## src/rtl/collision_event_scheduler_pkg.sv

```systemverilog
// rtl/collision_event_scheduler_pkg.sv - shared types and priority resolution for the collision scheduler
package collision_pkg;

  typedef enum logic [2:0] {
    EVT_NONE   = 3'd0,
    EVT_WALL   = 3'd1,
    EVT_BAT    = 3'd2,
    EVT_BRICK  = 3'd3,
    EVT_GROUND = 3'd4
  } evt_type_t;

  typedef enum logic [1:0] {
    IDLE,
    COLLECT,
    PRESENT,
    HOLDOFF
  } state_t;

  typedef struct packed {
    logic ground;
    logic brick;
    logic bat;
    logic wall;
  } flags_t;

  // Priority order: GROUND > BRICK > BAT > WALL
  function automatic evt_type_t resolve(input flags_t f);
    if (f.ground)     return EVT_GROUND;
    else if (f.brick) return EVT_BRICK;
    else if (f.bat)   return EVT_BAT;
    else if (f.wall)  return EVT_WALL;
    else              return EVT_NONE;
  endfunction

  function automatic logic [7:0] lost_count(input flags_t f);
    logic [7:0] n;
    n = 8'(f.ground) + 8'(f.brick) + 8'(f.bat) + 8'(f.wall);
    return (n == 8'd0) ? 8'd0 : n - 8'd1;
  endfunction

endpackage

```

## src/rtl/collision_event_scheduler_if.sv

```systemverilog
// rtl/collision_event_scheduler_if.sv - collision event valid/ack handshake bundle
interface collision_event_scheduler_if #(
  parameter int PIX_W = 11
);
  logic             evt_valid;
  logic [2:0]       evt_type;
  logic [PIX_W-1:0] evt_pixelX;
  logic [PIX_W-1:0] evt_pixelY;
  logic             evt_ack;

  modport master (output evt_valid, evt_type, evt_pixelX, evt_pixelY, input evt_ack);
  modport slave  (input evt_valid, evt_type, evt_pixelX, evt_pixelY, output evt_ack);
endinterface

```

## src/rtl/collision_event_scheduler_frame_down_counter.sv

```systemverilog
// rtl/collision_event_scheduler_frame_down_counter.sv - 8-bit loadable frame down-counter, stops at zero
module frame_down_counter (
  input  logic       clk,
  input  logic       reset,
  input  logic       load,
  input  logic [7:0] load_value,
  input  logic       dec,
  output logic [7:0] count,
  output logic       zero
);

  always_ff @(posedge clk) begin
    if (reset) begin
      count <= 8'd0;
    end else if (load) begin
      count <= load_value;
    end else if (dec && count != 8'd0) begin
      count <= count - 8'd1;
    end
  end

  assign zero = (count == 8'd0);

endmodule

```

## src/rtl/collision_event_scheduler.sv

```systemverilog
// rtl/collision_event_scheduler.sv - frame-resolved collision events with holdoff; COLLISION_STATS_EN adds dropped_cnt
module collision_event_scheduler
  import collision_pkg::*;
#(
  parameter int HOLDOFF_FRAMES = 5,
  parameter int PIX_W          = 11
) (
  input  logic             clk,
  input  logic             reset,
  input  logic             ena,
  input  logic             startOfFrame,
  input  logic             ballDrawReq,
  input  logic             batDrawReq,
  input  logic             brickDrawReq,
  input  logic             wallDrawReq,
  input  logic             ballHitGround,
  input  logic [PIX_W-1:0] pixelX,
  input  logic [PIX_W-1:0] pixelY,
  output logic             hit,
  output logic             holdoff_active,
`ifdef COLLISION_STATS_EN
  output logic [7:0]       dropped_cnt,
`endif
  collision_event_scheduler_if.master evt
);

  localparam logic [7:0] HOLDOFF_LOAD = 8'(HOLDOFF_FRAMES);

  state_t           state_q, state_d;
  flags_t           flags_q, cur;
  evt_type_t        evt_type_q;
  logic [PIX_W-1:0] evt_x_q, evt_y_q;
  logic [PIX_W-1:0] bat_x_q, bat_y_q, brick_x_q, brick_y_q;
  logic             any_flag, resolve_now, exit_holdoff, frame_start_capture;
  logic             cnt_load, cnt_dec, cnt_zero;
  logic [7:0]       cnt_value, cnt;

  assign cur = '{ground: ballHitGround,
                 brick:  ballDrawReq & brickDrawReq,
                 bat:    ballDrawReq & batDrawReq,
                 wall:   ballDrawReq & wallDrawReq};

  assign any_flag     = |flags_q;
  assign resolve_now  = (state_q == COLLECT) && startOfFrame && any_flag;
  // Leave holdoff on the pulse that takes the counter to zero so that frame is collected in full
  assign exit_holdoff = (state_q == HOLDOFF) && startOfFrame && (cnt == 8'd1 || cnt_zero);
  assign frame_start_capture = ((state_q == COLLECT) && startOfFrame) || exit_holdoff;

  frame_down_counter u_holdoff_cnt (
    .clk        (clk),
    .reset      (reset),
    .load       (cnt_load),
    .load_value (cnt_value),
    .dec        (cnt_dec),
    .count      (cnt),
    .zero       (cnt_zero)
  );

  assign cnt_dec = ena && (state_q == HOLDOFF) && startOfFrame;

  always_ff @(posedge clk) begin
    if (reset) state_q <= IDLE;
    else       state_q <= state_d;
  end

  always_comb begin
    state_d   = state_q;
    cnt_load  = 1'b0;
    cnt_value = 8'd0;
    if (!ena) begin
      state_d  = IDLE;
      cnt_load = 1'b1;
    end else begin
      case (state_q)
        IDLE:    state_d = COLLECT;
        COLLECT: if (resolve_now) state_d = PRESENT;
        PRESENT: if (evt.evt_ack) begin
          cnt_load  = 1'b1;
          cnt_value = HOLDOFF_LOAD;
          state_d   = (HOLDOFF_LOAD == 8'd0) ? COLLECT : HOLDOFF;
        end
        HOLDOFF: if (exit_holdoff) state_d = COLLECT;
        default: state_d = IDLE;
      endcase
    end
  end

  always_ff @(posedge clk) begin
    if (reset || !ena) begin
      flags_q    <= '0;
      evt_type_q <= EVT_NONE;
      evt_x_q    <= '0;
      evt_y_q    <= '0;
      bat_x_q    <= '0;
      bat_y_q    <= '0;
      brick_x_q  <= '0;
      brick_y_q  <= '0;
    end else begin
      // An overlap coinciding with the frame pulse opens the new frame's flags
      if (frame_start_capture) begin
        flags_q <= cur;
        if (cur.bat)   begin bat_x_q   <= pixelX; bat_y_q   <= pixelY; end
        if (cur.brick) begin brick_x_q <= pixelX; brick_y_q <= pixelY; end
      end else if (state_q == COLLECT) begin
        flags_q <= flags_q | cur;
        if (cur.bat && !flags_q.bat)     begin bat_x_q   <= pixelX; bat_y_q   <= pixelY; end
        if (cur.brick && !flags_q.brick) begin brick_x_q <= pixelX; brick_y_q <= pixelY; end
      end else if (state_q == PRESENT && evt.evt_ack) begin
        flags_q <= '0;
      end

      if (resolve_now) begin
        evt_type_q <= resolve(flags_q);
        case (resolve(flags_q))
          EVT_BRICK: begin evt_x_q <= brick_x_q; evt_y_q <= brick_y_q; end
          EVT_BAT:   begin evt_x_q <= bat_x_q;   evt_y_q <= bat_y_q;   end
          default:   begin evt_x_q <= '0;        evt_y_q <= '0;        end
        endcase
      end else if (state_q == PRESENT && evt.evt_ack) begin
        evt_type_q <= EVT_NONE;
        evt_x_q    <= '0;
        evt_y_q    <= '0;
      end
    end
  end

`ifdef COLLISION_STATS_EN
  logic [8:0] drop_sum;
  assign drop_sum = {1'b0, dropped_cnt} + {1'b0, lost_count(flags_q)};

  always_ff @(posedge clk) begin
    if (reset) begin
      dropped_cnt <= 8'd0;
    end else if (ena && resolve_now) begin
      dropped_cnt <= drop_sum[8] ? 8'd255 : drop_sum[7:0];
    end
  end
`endif

  assign evt.evt_valid  = (state_q == PRESENT);
  assign evt.evt_type   = evt_type_q;
  assign evt.evt_pixelX = evt_x_q;
  assign evt.evt_pixelY = evt_y_q;
  assign holdoff_active = (state_q == HOLDOFF);
  assign hit = !reset && ena && (state_q == PRESENT) && evt.evt_ack && (evt_type_q == EVT_BRICK);

endmodule

```

## src/flat_wrapper.sv

```systemverilog
// flat-port wrapper written by rule: the top's interface ports become plain ports
module collision_event_scheduler_flat import collision_pkg::*;
#(
  parameter int HOLDOFF_FRAMES = 5,
  parameter int PIX_W          = 11
)
  (clk, reset, ena, startOfFrame, ballDrawReq, batDrawReq, brickDrawReq, wallDrawReq, ballHitGround, pixelX, pixelY, hit, holdoff_active, evt_evt_valid, evt_evt_type, evt_evt_pixelX, evt_evt_pixelY, evt_evt_ack);
  collision_event_scheduler_if #(.PIX_W(PIX_W)) evt_i ();
  input  logic clk;
  input  logic reset;
  input  logic ena;
  input  logic startOfFrame;
  input  logic ballDrawReq;
  input  logic batDrawReq;
  input  logic brickDrawReq;
  input  logic wallDrawReq;
  input  logic ballHitGround;
  input  logic [PIX_W-1:0] pixelX;
  input  logic [PIX_W-1:0] pixelY;
  output logic hit;
  output logic holdoff_active;
  output wire logic [$bits(evt_i.evt_valid)-1:0] evt_evt_valid;
  output wire logic [$bits(evt_i.evt_type)-1:0] evt_evt_type;
  output wire logic [$bits(evt_i.evt_pixelX)-1:0] evt_evt_pixelX;
  output wire logic [$bits(evt_i.evt_pixelY)-1:0] evt_evt_pixelY;
  input wire logic [$bits(evt_i.evt_ack)-1:0] evt_evt_ack;
  assign evt_evt_valid = evt_i.evt_valid;
  assign evt_evt_type = evt_i.evt_type;
  assign evt_evt_pixelX = evt_i.evt_pixelX;
  assign evt_evt_pixelY = evt_i.evt_pixelY;
  assign evt_i.evt_ack = evt_evt_ack;
  collision_event_scheduler #(.HOLDOFF_FRAMES(HOLDOFF_FRAMES), .PIX_W(PIX_W)) u_core (.clk(clk), .reset(reset), .ena(ena), .startOfFrame(startOfFrame), .ballDrawReq(ballDrawReq), .batDrawReq(batDrawReq), .brickDrawReq(brickDrawReq), .wallDrawReq(wallDrawReq), .ballHitGround(ballHitGround), .pixelX(pixelX), .pixelY(pixelY), .hit(hit), .holdoff_active(holdoff_active), .evt(evt_i));
endmodule
```

## config.mk

```make
export PLATFORM = sky130hd
export DESIGN_NAME = collision_event_scheduler_flat
export DESIGN_NICKNAME = d
export VERILOG_FILES = /design/src/rtl/collision_event_scheduler_pkg.sv /design/src/rtl/collision_event_scheduler_if.sv /design/src/rtl/collision_event_scheduler_frame_down_counter.sv /design/src/rtl/collision_event_scheduler.sv /design/src/flat_wrapper.sv
export SDC_FILE = /design/constraint.sdc
export NUM_CORES = 1
export LEC_CHECK = 0
export ABC_AREA = 1
export CORE_MARGIN = 2
export CORE_UTILIZATION = 57
export DETAILED_ROUTE_END_ITERATION = 10
export PLACE_DENSITY = 0.93
export SLEW_MARGIN = 20
export SYNTH_ARGS = -nofsm -noshare
export SYNTH_HDL_FRONTEND = slang
export SYNTH_HIERARCHICAL = 1
export SYNTH_SLANG_ARGS = --single-unit
```

## constraint.sdc

```tcl
create_clock -name clk -period 4.5 [get_ports clk]
set_input_delay 1.35 -clock clk [delete_from_list [all_inputs] [get_ports clk]]
set_output_delay 1.35 -clock clk [all_outputs]
set_load 0.02 [all_outputs]
```

; ---- Word level (Yosys, flattened, before mapping)
; Cells that the tools add are included.
[op_classes]
bitwise = 5
eq_ne = 12
n_mux = 44
n_addsub = 1
n_reduce_logical = 35
[op_table]
columns = cell, n
row1 = two-way mux 11 bit, 19
row2 = one-hot mux 11 bit (2 select lines), 2
row3 = two-way mux 8 bit, 4
row4 = two-way mux 3 bit, 8
row5 = logical AND 1 bit, 14
row6 = two-way mux 4 bit, 3
row7 = "!= test 2 x 1 -> 1 bit, second input constant", 5
row8 = nonzero test 2 bit, 5
row9 = "equality test 3 x 2 -> 1 bit, second input constant", 3
row10 = AND reduction 3 bit, 3
row11 = "equality test 8 x 1 -> 1 bit, second input constant", 1
row12 = zero test 8 bit, 1
row13 = one-hot mux 2 bit (4 select lines), 1
row14 = nonzero test 8 bit, 1
row15 = "subtractor 8 x 1 -> 8 bit, second input constant", 1
row16 = two-way mux 2 bit, 3
row17 = "equality test 2 bit, second input constant", 2
row18 = zero test 1 bit, 4
row19 = two-way mux 1 bit, 4
row20 = OR 4 bit, 1
row21 = OR reduction 4 bit, 1
row22 = AND 1 bit, 3
row23 = logical OR 1 bit, 3
row24 = nonzero test 3 bit, 1
row25 = 4 further kinds, 4
[totals]
reg_bits = 83
out_inout_bits = 28
wordCells = 110
inputBits = 32

; ---- Longest topological paths before layout
; Gate-level depths: netlist (run 1).
[depth]
ltp_word = 9
depth_mapped = 13
mapped_depth_nobuf = 12

; ---- Hierarchy
; Netlist (run 1), hierarchy kept.
[by_module_without_submodules]
columns = module, cells_per_inst, area_each_um2, seq_area_each_um2, instances
row1 = collision_event_scheduler, 546, 3564.7, 1501.4, 1
row2 = frame_down_counter, 101, 591.8, 160.2, 1

; ---- Worst setup path after synthesis (run 1)
; Ideal clock, no wire load.
[synth_timing]
path_type = input -> output
start = input ena
end = output hit
path_stages = 4
slack_ns = 0.776
n_path_buf = 0
required_time_ns = 3.150
t_arrival_ns = 2.374
path_cell_list = inv_1 -> nor2_2 -> inv_1 -> nor4_1
[synth_via]
elab_chain_cells = 4
[synth_rtl]
columns = element, line_no
row1 = from (decl), flat_wrapper.sv:11  ; input logic ena;
row2 = logical AND 1 bit (4 in series), collision_event_scheduler.sv:145  ; assign hit = !reset && ena && (state_q == PRESENT) && evt.evt_ack && (evt_type_q == EVT_BRICK);
row3 = to (decl), flat_wrapper.sv:20  ; output logic hit;
; No other way between the ends.

; ---- Worst setup path after layout (run 1)
[layout_timing]
start = input evt_evt_ack
end = output hit
[layout_via]
elab_chain_cells = 2
[layout_rtl]
columns = element, line_no
row1 = from (decl), flat_wrapper.sv:26  ; input wire logic [$bits(evt_i.evt_ack)-1:0] evt_evt_ack;
row2 = logical AND 1 bit (2 in series), collision_event_scheduler.sv:145
; No other way between the ends.

==> out/summary.txt, run 1 <==
cell taking the most area after synthesis: dfxtp_1
row cnt: 31
post-synth top area share: 0.400
total CTS buffers: 9
sinks on the clock net: 83
fmax: 232 MHz
Initial Util: 0.582
I/O Pins: 60
post-route antenna net violation count: 0
outcome: finished, final reports clean
WP data arrival: 2.97 ns
top post-synthesis cells by area: dfxtp_1, nand2_1, nor2_1
# port buffers: 59
Core Footprint: 0.00714 mm2
Final setup violation count: 0
Hold WS: 0.470 ns
# DRC: 0
die width: 89.4 um
Util after Layout: 0.692
Crit Path Class: primary input to output pin
Nets: 732
setup TNS: 0 ns
RSZ-0062 raised after global routing: false
Final Cycle Share: 0.959
DRT Wirelength: 10.1 mm
final hold viol count: 0
crit path cell chain: clkdlybuf4s50_1, nand2_1, nor4_1, clkdlybuf4s50_1
YS warnings: 6
total power: 1440 uW
CTS H-tree depth: 3
fin cells: 799
sequential area share after synthesis: 0.400
DPL Wire Length: 6.72 mm
CTS tree: done
Tmin final: 4.32 ns
cell repeated most along the worst path: clkdlybuf4s50_1
GRT Total Usage: 0.257
crit-path max FO: 5
Placed Cells: 783
clock buffer depth: 2
Clock Pin Slew Worst Setup and Hold Paths: 0.08 ns
vias in the first global route: 3515
most frequent cells in the layout: nand2_1, nor2_1, nand3_1
Max-Cap Viols: 0
DR WL/cell: 12.6 um
CP startpoint kind: primary input
Syn Std Cell Area: 0.00416 mm2
number of setup buffers added after CTS: 0
final setup skew: 0.00853 ns
DR vias: 4132
GPL Wtd Cong: 0.914
CTS root buf: clkbuf_8
worst rel slew slack: 0.309
syn_area_per_cell: 6.42 um2
Power Dens Cells: 291 mW/mm2
layout cells sized above 1: 0.0643
Slew Viols, Final: 0
Yosys reg bits: 83
synth unique cells: 29
DR iter-0 viols: 366
Post-CTS Resized: 0
CP required: 3.15 ns
slowest stage cell, crit path: clkdlybuf4s50_1
leak pwr: 0.00191 uW
DIE AREA: 0.00799 mm2
Worst Hold Class: flip-flop to flip-flop
hold buffer count at cts: 0
crit end category: output pin
first-pass GRT wire length: 16.0 mm
number of diodes: 0
cell count after synthesis: 647
Die Ht: 89.4 um
1st-pass router iterations: 5
Via density: 5.17
worst slew pin tran: 1.03 ns
CP max stage delay: 0.67 ns
initial antenna violation count: 0
VDD IR max: 0.000187 V
largest net degree at the start of global routing: 46
most common cell after layout, fill and taps aside: nand2_1
Overflow after GRT: 0
clock latency on the worst-skew pair: 0.35 ns
P&R area growth vs syn: 18.8%
-- where the power goes --
part | internal [uW] | switching, uW | total [uW] | leakage [uW]
Combinational | 75.3 | 115 | 190 | 0.00115
Sequential | 747 | 13.5 | 760 | 0.000671
Clock | 204 | 281 | 485 | 0.0000900
-- flip-flops by register name (all words and copies together) (netlist names) --
register / count
u_core/u_holdoff_cnt/count: 8
u_core/evt.evt_pixelX: 11
u_core/brick_x_q: 11
u_core/brick_y_q: 11
u_core/evt.evt_type: 3
u_core/bat_x_q: 11
u_core/state_q: 2
u_core/evt.evt_pixelY: 11
u_core/flags_q: 4
u_core/bat_y_q: 11
-- layout make-up --
cell class / count / area, um2
clock buffers: 9 / 124
inverters: 85 / 320
flip-flops and latches: 83 / 1660
clock inverters: 7 / 52.6
well taps: 99 / 124
multi-input cells: 453 / 2040
fillers: 601 / 2200
repair buffers: 63 / 621
-- cells in the mapped netlist, drive strengths merged --
master / number
clkbuf: 9
nor2: 124
nor3: 1
nand3: 87
nand2: 157
a21oi: 34
inv: 84
dfxtp: 83
nand4: 3
xnor2: 1
nor4: 1
o21ai: 32
a22oi: 1
clkinv: 1
buf: 22
o21bai: 1
ha: 5
conb: 1
-- final timing paths --
check / start / slack [ns] / to / cells past startpoint
worst max-delay path: evt_evt_ack / 0.18 / hit / 4
worst min-delay path: u_core/evt.evt_pixelY[2] / 0.47 / u_core/evt.evt_pixelY[2] / 2
worst max register to register: u_core/flags_q[2] / 1.84 / u_core/evt.evt_pixelX[8] / 5
worst min register to register: u_core/evt.evt_pixelY[2] / 0.47 / u_core/evt.evt_pixelY[2] / 2
-- logic make-up (layout without fill, tap and decap cells) --
kind of cell / count (synthesis) / in the layout / synth area share
other: 1 / 6 / 0.000902
adder cells (fa/ha/maj): 5 / 5 / 0.0151
buffers and inverters: 116 / 164 / 0.115
XOR/XNOR: 1 / 1 / 0.00211
flip-flops: 83 / 83 / 0.400
AND/OR/NAND/NOR: 373 / 373 / 0.383
AO/OA/AOI/OAI: 68 / 68 / 0.0849
-- routing by layer --
metal,GRT usage,vias up,part of all wire
met5,0,-,0
met4,0.0896,0,0.016
met3,0.0416,24,0.071
met2,0.423,179,0.47
met1,0.342,1834,0.44
li1,-,2095,-
-- per-stage QoR --
step,area [um2],setup WS (ns)
4_1_cts,4940,0.177
6_report,4940,0.184
3_3_place_gp,4760,0.286
3_5_place_dp,4760,0.208
2_1_floorplan,4180,0.776
5_1_grt,4940,0.112
-- critical path: cells and delay by family --
kind	cells	cell delay, ns
buffers and inverters	2	1.16
and+or+nand+nor	2	0.45
Power figures use the tool's default switching activity.
==> run 2, diff against run 1 <==
- HOLD_SLACK_MARGIN: default -> 0.12
==> results of run 2 <==
Same layout as run 1: the final DEF is identical, and so are final timing and power.
==> run 3, diff against run 2 <==
- ABC_CLOCK_PERIOD_IN_PS: default -> 4500
==> results of run 3 <==
Same layout as run 1: the final DEF is identical, and so are final timing and power.
